--- config.mk ---
export PLATFORM = sky130hd
export DESIGN_NAME = vector_checker_mem
export DESIGN_NICKNAME = d
export VERILOG_FILES = /design/src/rtl/vector_checker_pkg.sv /design/src/rtl/vector_checker_mem.sv
export SDC_FILE = /design/constraint.sdc
export NUM_CORES = 1
export LEC_CHECK = 0
export CAP_MARGIN = 15
export CORE_MARGIN = 2
export CORE_UTILIZATION = 30
export CTS_BUF_LIST = sky130_fd_sc_hd__clkbuf_2 sky130_fd_sc_hd__clkbuf_4 sky130_fd_sc_hd__clkbuf_8
export DETAILED_ROUTE_END_ITERATION = 8
export DONT_BUFFER_PORTS = 1
export PLACE_DENSITY_LB_ADDON = 0.08
export SLEW_MARGIN = 20
export SYNTH_ARGS = -nofsm -noshare
export SYNTH_HDL_FRONTEND = slang
export SYNTH_SLANG_ARGS = --single-unit
export TNS_END_PERCENT = 10
--- constraint.sdc ---
create_clock -name clk -period 2.7 [get_ports clk]
set_input_delay 0.81 -clock clk [delete_from_list [all_inputs] [get_ports clk]]
set_output_delay 0.81 -clock clk [all_outputs]
set_load 0.1 [all_outputs]
--- src/rtl/vector_checker_pkg.sv ---
// rtl/vector_checker_pkg.sv - shared types and defaults for the vector checker
// Purpose: FSM state encoding and default geometry used by vector_checker and its memory.
// Ports: none (package).
package vector_checker_pkg;

  typedef enum logic [1:0] {
    ST_IDLE = 2'd0,
    ST_RUN  = 2'd1,
    ST_DONE = 2'd2
  } vc_state_e;

  localparam int DEFAULT_WIDTH = 16;
  localparam int DEFAULT_DEPTH = 16;

endpackage

--- src/rtl/vector_checker_mem.sv ---
// rtl/vector_checker_mem.sv - expected-vector storage, one write port, async read
// Purpose: holds the expected words; deliberately not reset so a reset keeps loaded vectors.
// Ports:
//   clk            - write clock
//   we/waddr/wdata - synchronous write port
//   raddr/rdata    - asynchronous (combinational) read port
module vector_checker_mem
  import vector_checker_pkg::*;
#(
  parameter int WIDTH = DEFAULT_WIDTH,
  parameter int DEPTH = DEFAULT_DEPTH
) (
  input  logic                     clk,
  input  logic                     we,
  input  logic [$clog2(DEPTH)-1:0] waddr,
  input  logic [WIDTH-1:0]         wdata,
  input  logic [$clog2(DEPTH)-1:0] raddr,
  output logic [WIDTH-1:0]         rdata
);

  logic [WIDTH-1:0] mem_q [DEPTH];

  always_ff @(posedge clk) begin
    if (we) begin
      mem_q[waddr] <= wdata;
    end
  end

  assign rdata = mem_q[raddr];

endmodule

==> impl_metrics.tcl, run 1 <==
set metrics [dict create \
    outcome "finished, violations left" \
    violations "negative setup slack" \
    ys_seq_area_share_pct 79.1 \
    synthTopCellsByCount "edfxtp_1, mux4_2, a22oi_1" \
    grt_pass1_vias 5076 \
    drcViolationCount 0 \
    cts_tree "done" \
    ios 42 \
    yosysMostFrequentCell "edfxtp_1" \
    synth_fp_nets 442 \
    cts_hold_buf 0 \
    layout-drive-gt1-share_pct 45.3 \
    hold_path_depth 0 \
    antenna_found_initial 0 \
    ys_ff_latch 256 \
    via_per_inst 4.92 \
    synth_top_area_share_pct 79.1 \
    design_area_sq_um 11800 \
    htree_num_levels 2 \
    synth.distinct_cells 18 \
    powerDensity_nw_per_um2 709 \
    cap_violations 0 \
    maxSlewViolCount 0 \
    worst_pin_slew_ns 0.371 \
    numCtsBuffers 44 \
    ys_warn_count 0 \
    place.detailed.hpwl_mm 12.5 \
    clkSlewWorstSetupHoldPaths_ns 0.06 \
    grt_remaining_overflow 0 \
    drt_wl_total_mm 23.0 \
    drt-pass1-iter-count 4 \
    grt_first_pass_wirelength_mm 33.9 \
    postCtsSetupRepairBufs 0 \
    cts_sinks 256 \
    finalHoldViolations 0 \
    synth_edf_count 256 \
    track_usage_pct 14.2 \
    leakage_nw 3.68 \
    die_w_um 184 \
    startpoint_type "register" \
    root_buffer "clkbuf_8" \
    hold_path.startpoint "wdata[2]" \
    syn_avg_cell_area_sq_um 23.4 \
    syn_to_final_growth_pct 21.5 \
    syn-cell-area_sq_um 9720 \
    cp_data_arrival_time_ns 1.91 \
    final_antenna_net_count 0 \
    regArea_sq_um 7690 \
    drt-initial-drc-count 294 \
    synthCells 416 \
    ir_worst_vdd_uv 387 \
    routedWlPerCell_um 25.0 \
    cp_max_fo 1 \
    dp_slack_ns 0.0142 \
    final_nets 510 \
    fin_crit_sh_pct 101 \
    crit_type "register to output port" \
    relSlewSlack_pct 75.3 \
    ys.flop_type "edfxtp_1" \
    nFillCells 2897 \
    worstPathRequired_ns 1.89 \
    multi_input_area_sq_um 2230 \
    dieHeight_um 184 \
    ys_top_cells_by_area "edfxtp_1, mux4_2, mux4_1" \
    end_kind "output port" \
    worst_slack_ns -0.0234 \
    diodes 0 \
    rsz0062_at_grt "true" \
    yosysTopAreaCell "edfxtp_1" \
    clock.fmax_mhz 367 \
    reg.largest.list "mem_q (256)" \
    regMostFlops "mem_q" \
    place_congestion 0.680 \
    io_buffers 0 \
    coreArea_sq_um 31700 \
    place_area_sq_um 11000 \
    rows 65 \
    largest_register_ffs 256 \
    num_vias 4520 \
    min_period_ns 2.72 \
    worstHoldEndpoint "mem_q[1][2]" \
    async_flop_share_pct 0 \
    die_area_sq_um 33900 \
    setup_viol 2 \
    initial_core_util_pct 30.7 \
    grt_max_degree 65 \
    min_path_type "input pin to register" \
    clk_path_buf_depth 3 \
]
per-layer routing:
metal	part of all wire [%]	up-vias	GRT usage (%)	wire, um
li1	-	1930	-	-
met2	49	87	23.5	11200
met5	0	-	0	0
met4	2.6	0	4.64	593
met1	44	2460	18.7	10200
met3	4.2	43	2.95	971
logic make-up (layout without fill, tap and decap cells):
| kind of cell | count (synthesis) | after routing | share of synthesized area [%] |
|---|---|---|---|
| flops | 256 | 256 | 79.1 |
| mux | 64 | 64 | 15.2 |
| buf+inv | 21 | 122 | 1.27 |
| compound gates | 32 | 32 | 2.47 |
| simple gates | 43 | 43 | 1.98 |
critical path, cell delays in order (launching register included):
cell and delay (ns):
edfxtp_1 0.35, mux4_2 0.48, a22oi_2 0.27, nand2_4 0.10, buf_12 0.17
layout make-up:
class / instances / area share, %
clock inverters: 20 / 0.657
clock buffers: 59 / 6.13
flip-flops and latches: 256 / 65.1
multi-input cells: 139 / 18.8
well taps: 402 / 4.26
repair buffers: 43 / 5.06
repair_timing:
item / in CTS / in global routing
pin swaps: 2 / 1
setup endpoints to repair: 16 / 16
gates resized for setup: 0 / 0
where the power goes:
| part | total, W | switching [W] | internal, W | leakage [nW] |
|---|---|---|---|---|
| sequential | 0.00447 | 0.0000155 | 0.00446 | 2.31 |
| clock | 0.00322 | 0.00149 | 0.00173 | 0.424 |
| combinational | 0.000686 | 0.000398 | 0.000288 | 0.940 |
| total | 0.00838 | 0.00191 | 0.00648 | 3.68 |
per-stage QoR:
stage / utilization [%] / cells / TNS (ns) / hold slack [ns] / total power [W]
final: 37.3 / 919 / -0.0392 / 0.368 / 0.00838
after global routing: 37.3 / 919 / -1.06 / 0.328 / 0.00869
after CTS: 37.3 / 919 / -0.534 / 0.327 / 0.00851
after detailed placement: 34.7 / 840 / 0 / 0.910 / 0.00525
after global placement: 34.7 / 840 / 0 / 0.910 / 0.00525
after floorplan: - / 416 / -1.95 / 0.909 / 0.00508
worst max path at each step:
| stage | startpoint | cells after the start | end | slack (ns) |
|---|---|---|---|---|
| finish | mem_q[11][14] | 4 | rdata[14] | -0.02 |
| global route | mem_q[8][14] | 4 | rdata[14] | -0.10 |
| CTS | mem_q[3][12] | 4 | rdata[12] | -0.07 |
| detailed placement | raddr[0] | 4 | rdata[13] | 0.01 |
| global placement | raddr[0] | 4 | rdata[13] | 0.004 |
| floorplan | raddr[0] | 5 | rdata[0] | -0.12 |
placed cells by master, fill, tap and decap left out:
cell      instances
nand3b_1          2
nor3_2            3
clkbuf_4         14
nor2b_2           2
mux4_1            2
or3b_2            1
nor3_4            1
nand2b_1          2
nand2_1           1
edfxtp_1        256
nand2_4          16
clkinv_1         18
mux4_2           62
buf_12           22
nand3_1           1
a22oi_2          32
and2_1            1
nor2_2           13
clkinv_2          2
buf_4            21
clkbuf_8         45
(Power assumes the default switching activity.)
==> inputs of run 2 (changes only) <==
ABC_AREA = 1   (was default)
RECOVER_POWER = 100   (was default)
==> impl_metrics.tcl, run 2 <==
set metrics [dict create \
    synthTopCellsByCount "nand2_1, edfxtp_1, inv_1" \
    worst_pin_slew_ns 1.78 \
    drt-pass1-iter-count 6 \
    worstPathRequired_ns 1.89 \
    syn-cell-area_sq_um 11100 \
    final_nets 1148 \
    reg.largest.list "mem_q (256)" \
    p_sw_w 0.00218 \
    min_path_type "input pin to register" \
    regMostFlops "mem_q" \
    synthCells 1058 \
    setup_viol 0 \
    numCtsBuffers 49 \
    max_stage_delay_ns 0.20 \
    cts_tree "done" \
    cap_violations 4 \
    place_inst 1533 \
    cp_data_arrival_time_ns 1.84 \
    leakage_nw 5.48 \
    path_cells "inv_4, buf_6, nand3_1, nand3_1, nand3_1, nand2_2, buf_12" \
    clkSlewWorstSetupHoldPaths_ns 0.06 \
    cp_max_fo 65 \
    via_per_inst 4.49 \
    synth_edf_count 256 \
    grt_remaining_overflow 0 \
    netSwitchingFraction_pct 24.7 \
    critPathSlowestCell "buf_6" \
    drt_wl_total_mm 33.0 \
    dieHeight_um 196 \
    instances_no_fill 1627 \
    yosysMostFrequentCell "nand2_1" \
    ys.flop_type "edfxtp_1" \
    outcome "finished, violations left" \
    hold_path_depth 0 \
    grt_max_degree 130 \
    grt_first_pass_wirelength_mm 47.9 \
    crit_start "raddr[1]" \
    diodes 0 \
    clkPwrFrac_pct 40.5 \
    ys_warn_count 0 \
    place_congestion 0.714 \
    maxSlewViolCount 68 \
    antenna_found_initial 0 \
    rows 70 \
    root_buffer "clkbuf_8" \
    clock.fmax_mhz 378 \
    finalHoldViolations 0 \
    initial_core_util_pct 30.4 \
    layout-drive-gt1-share_pct 11.5 \
    final_antenna_net_count 0 \
    fin_crit_sh_pct 98.1 \
    track_usage_pct 17.1 \
    die_w_um 196 \
    p_int_w 0.00663 \
    ir_worst_vdd_uv 316 \
    drt-initial-drc-count 489 \
    cts_sinks 256 \
    cpMostUsedCell "nand3_1" \
    coreArea_sq_um 36400 \
    io_buffers 0 \
    total_power_w 0.00881 \
    yosysTopAreaCell "edfxtp_1" \
    routedWlPerCell_um 20.3 \
    fin_util_pct 35.9 \
    final_cell_mix "nand2_1, edfxtp_1, inv_1" \
    powerDensity_nw_per_um2 674 \
    min_period_ns 2.65 \
    pwr-share-seq_pct 50.8 \
    rsz0062_at_grt "true" \
    grt_pass1_vias 7162 \
    cts_hold_buf 0 \
    die_area_sq_um 38400 \
    postCtsSetupRepairBufs 0 \
    syn_avg_cell_area_sq_um 10.5 \
    final_common_cell "nand2_1" \
    num_vias 7309 \
    p_comb_share_pct 8.7 \
    synth_fp_nets 1084 \
    place.detailed.hpwl_mm 17.6 \
    nFillCells 3694 \
    relSlewSlack_pct -18.7 \
    largest_register_ffs 256 \
    ys_ff_latch 256 \
    drcViolationCount 0 \
    hold_path.startpoint "wdata[0]" \
    ios 42 \
    synth_top_area_share_pct 69.5 \
    async_flop_share_pct 0 \
    htree_num_levels 2 \
    syn_to_final_growth_pct 18.2 \
    ys_seq_area_share_pct 69.5 \
    worstHoldEndpoint "mem_q[6][0]" \
    ys_top_cells_by_area "edfxtp_1, nand2_1, nand3_1" \
    clk_path_buf_depth 3 \
    synth.distinct_cells 12 \
    end_kind "output port" \
    violations "max-capacitance violations, max-slew violations" \
    crit_type "input pin to output port" \
    startpoint_type "input pin" \
]
[run 2: cells by family after synthesis]
group	after synthesis	synth area share [%]
buf+inv	249	9.48
flops	256	69.5
simple gates	553	21.0
[run 2: worst max path at each step]
stage                      endpoint
final                     rdata[13]
after detailed placement  rdata[13]
after global routing      rdata[13]
after floorplan            rdata[1]
after CTS                 rdata[13]
after global placement    rdata[13]
[run 2: power by group through the flow]
stage	Combinational (W)	Sequential, W	Clock (W)
final	0.000765	0.00448	0.00357
after global placement	0.000755	0.00456	0
after detailed placement	0.000754	0.00456	0
after floorplan	0.000532	0.00455	0
after global routing	0.000826	0.00448	0.00387
after CTS	0.000763	0.00448	0.00370
[run 2: worst max-delay path, delay by kind of cell]
family / cells / cell delay (ns)
AND/OR/NAND/NOR: 4 / 0.47
buffers and inverters: 3 / 0.52
[run 2: metrics by stage]
step	hold slack (ns)	TNS [ns]	instance area [sq um]	setup WS, ns
2_1_floorplan	0.909	-0.998	11100	-0.199
3_5_place_dp	0.910	-0.00608	12100	-0.00608
5_1_grt	0.292	-0.00432	13100	-0.00364
3_3_place_gp	0.910	-0.0225	12100	-0.0225
4_1_cts	0.287	0	13100	0.00272
6_report	0.339	0	13100	0.0514
[run 2: layer usage]
| layer | vias to the layer above | track usage [%] | wire [um] |
|---|---|---|---|
| met3 | 43 | 3.25 | 1300 |
| met1 | 3588 | 23.5 | 15900 |
| met4 | 0 | 4.52 | 534 |
| li1 | 3557 | - | - |
| met2 | 121 | 28.0 | 15300 |
| met5 | - | 0 | 0 |
[run 2: final cells by class]
cell class	instances	area, sq um	share of cell area, %
Timing Repair Buffer	64	776	5.93
Tap cell	468	586	4.48
Multi-Input combinational cell	553	2360	18.1
Sequential cell	256	7690	58.8
Inverter	198	762	5.83
Clock buffer	65	795	6.08
Clock inverter	23	101	0.775
[run 2: timing repair]
action	4_1_cts	5_1_grt
pin swaps	0	0
gates resized for setup	1	11
cloned	1	5
endpoints found under the setup margin	1	11
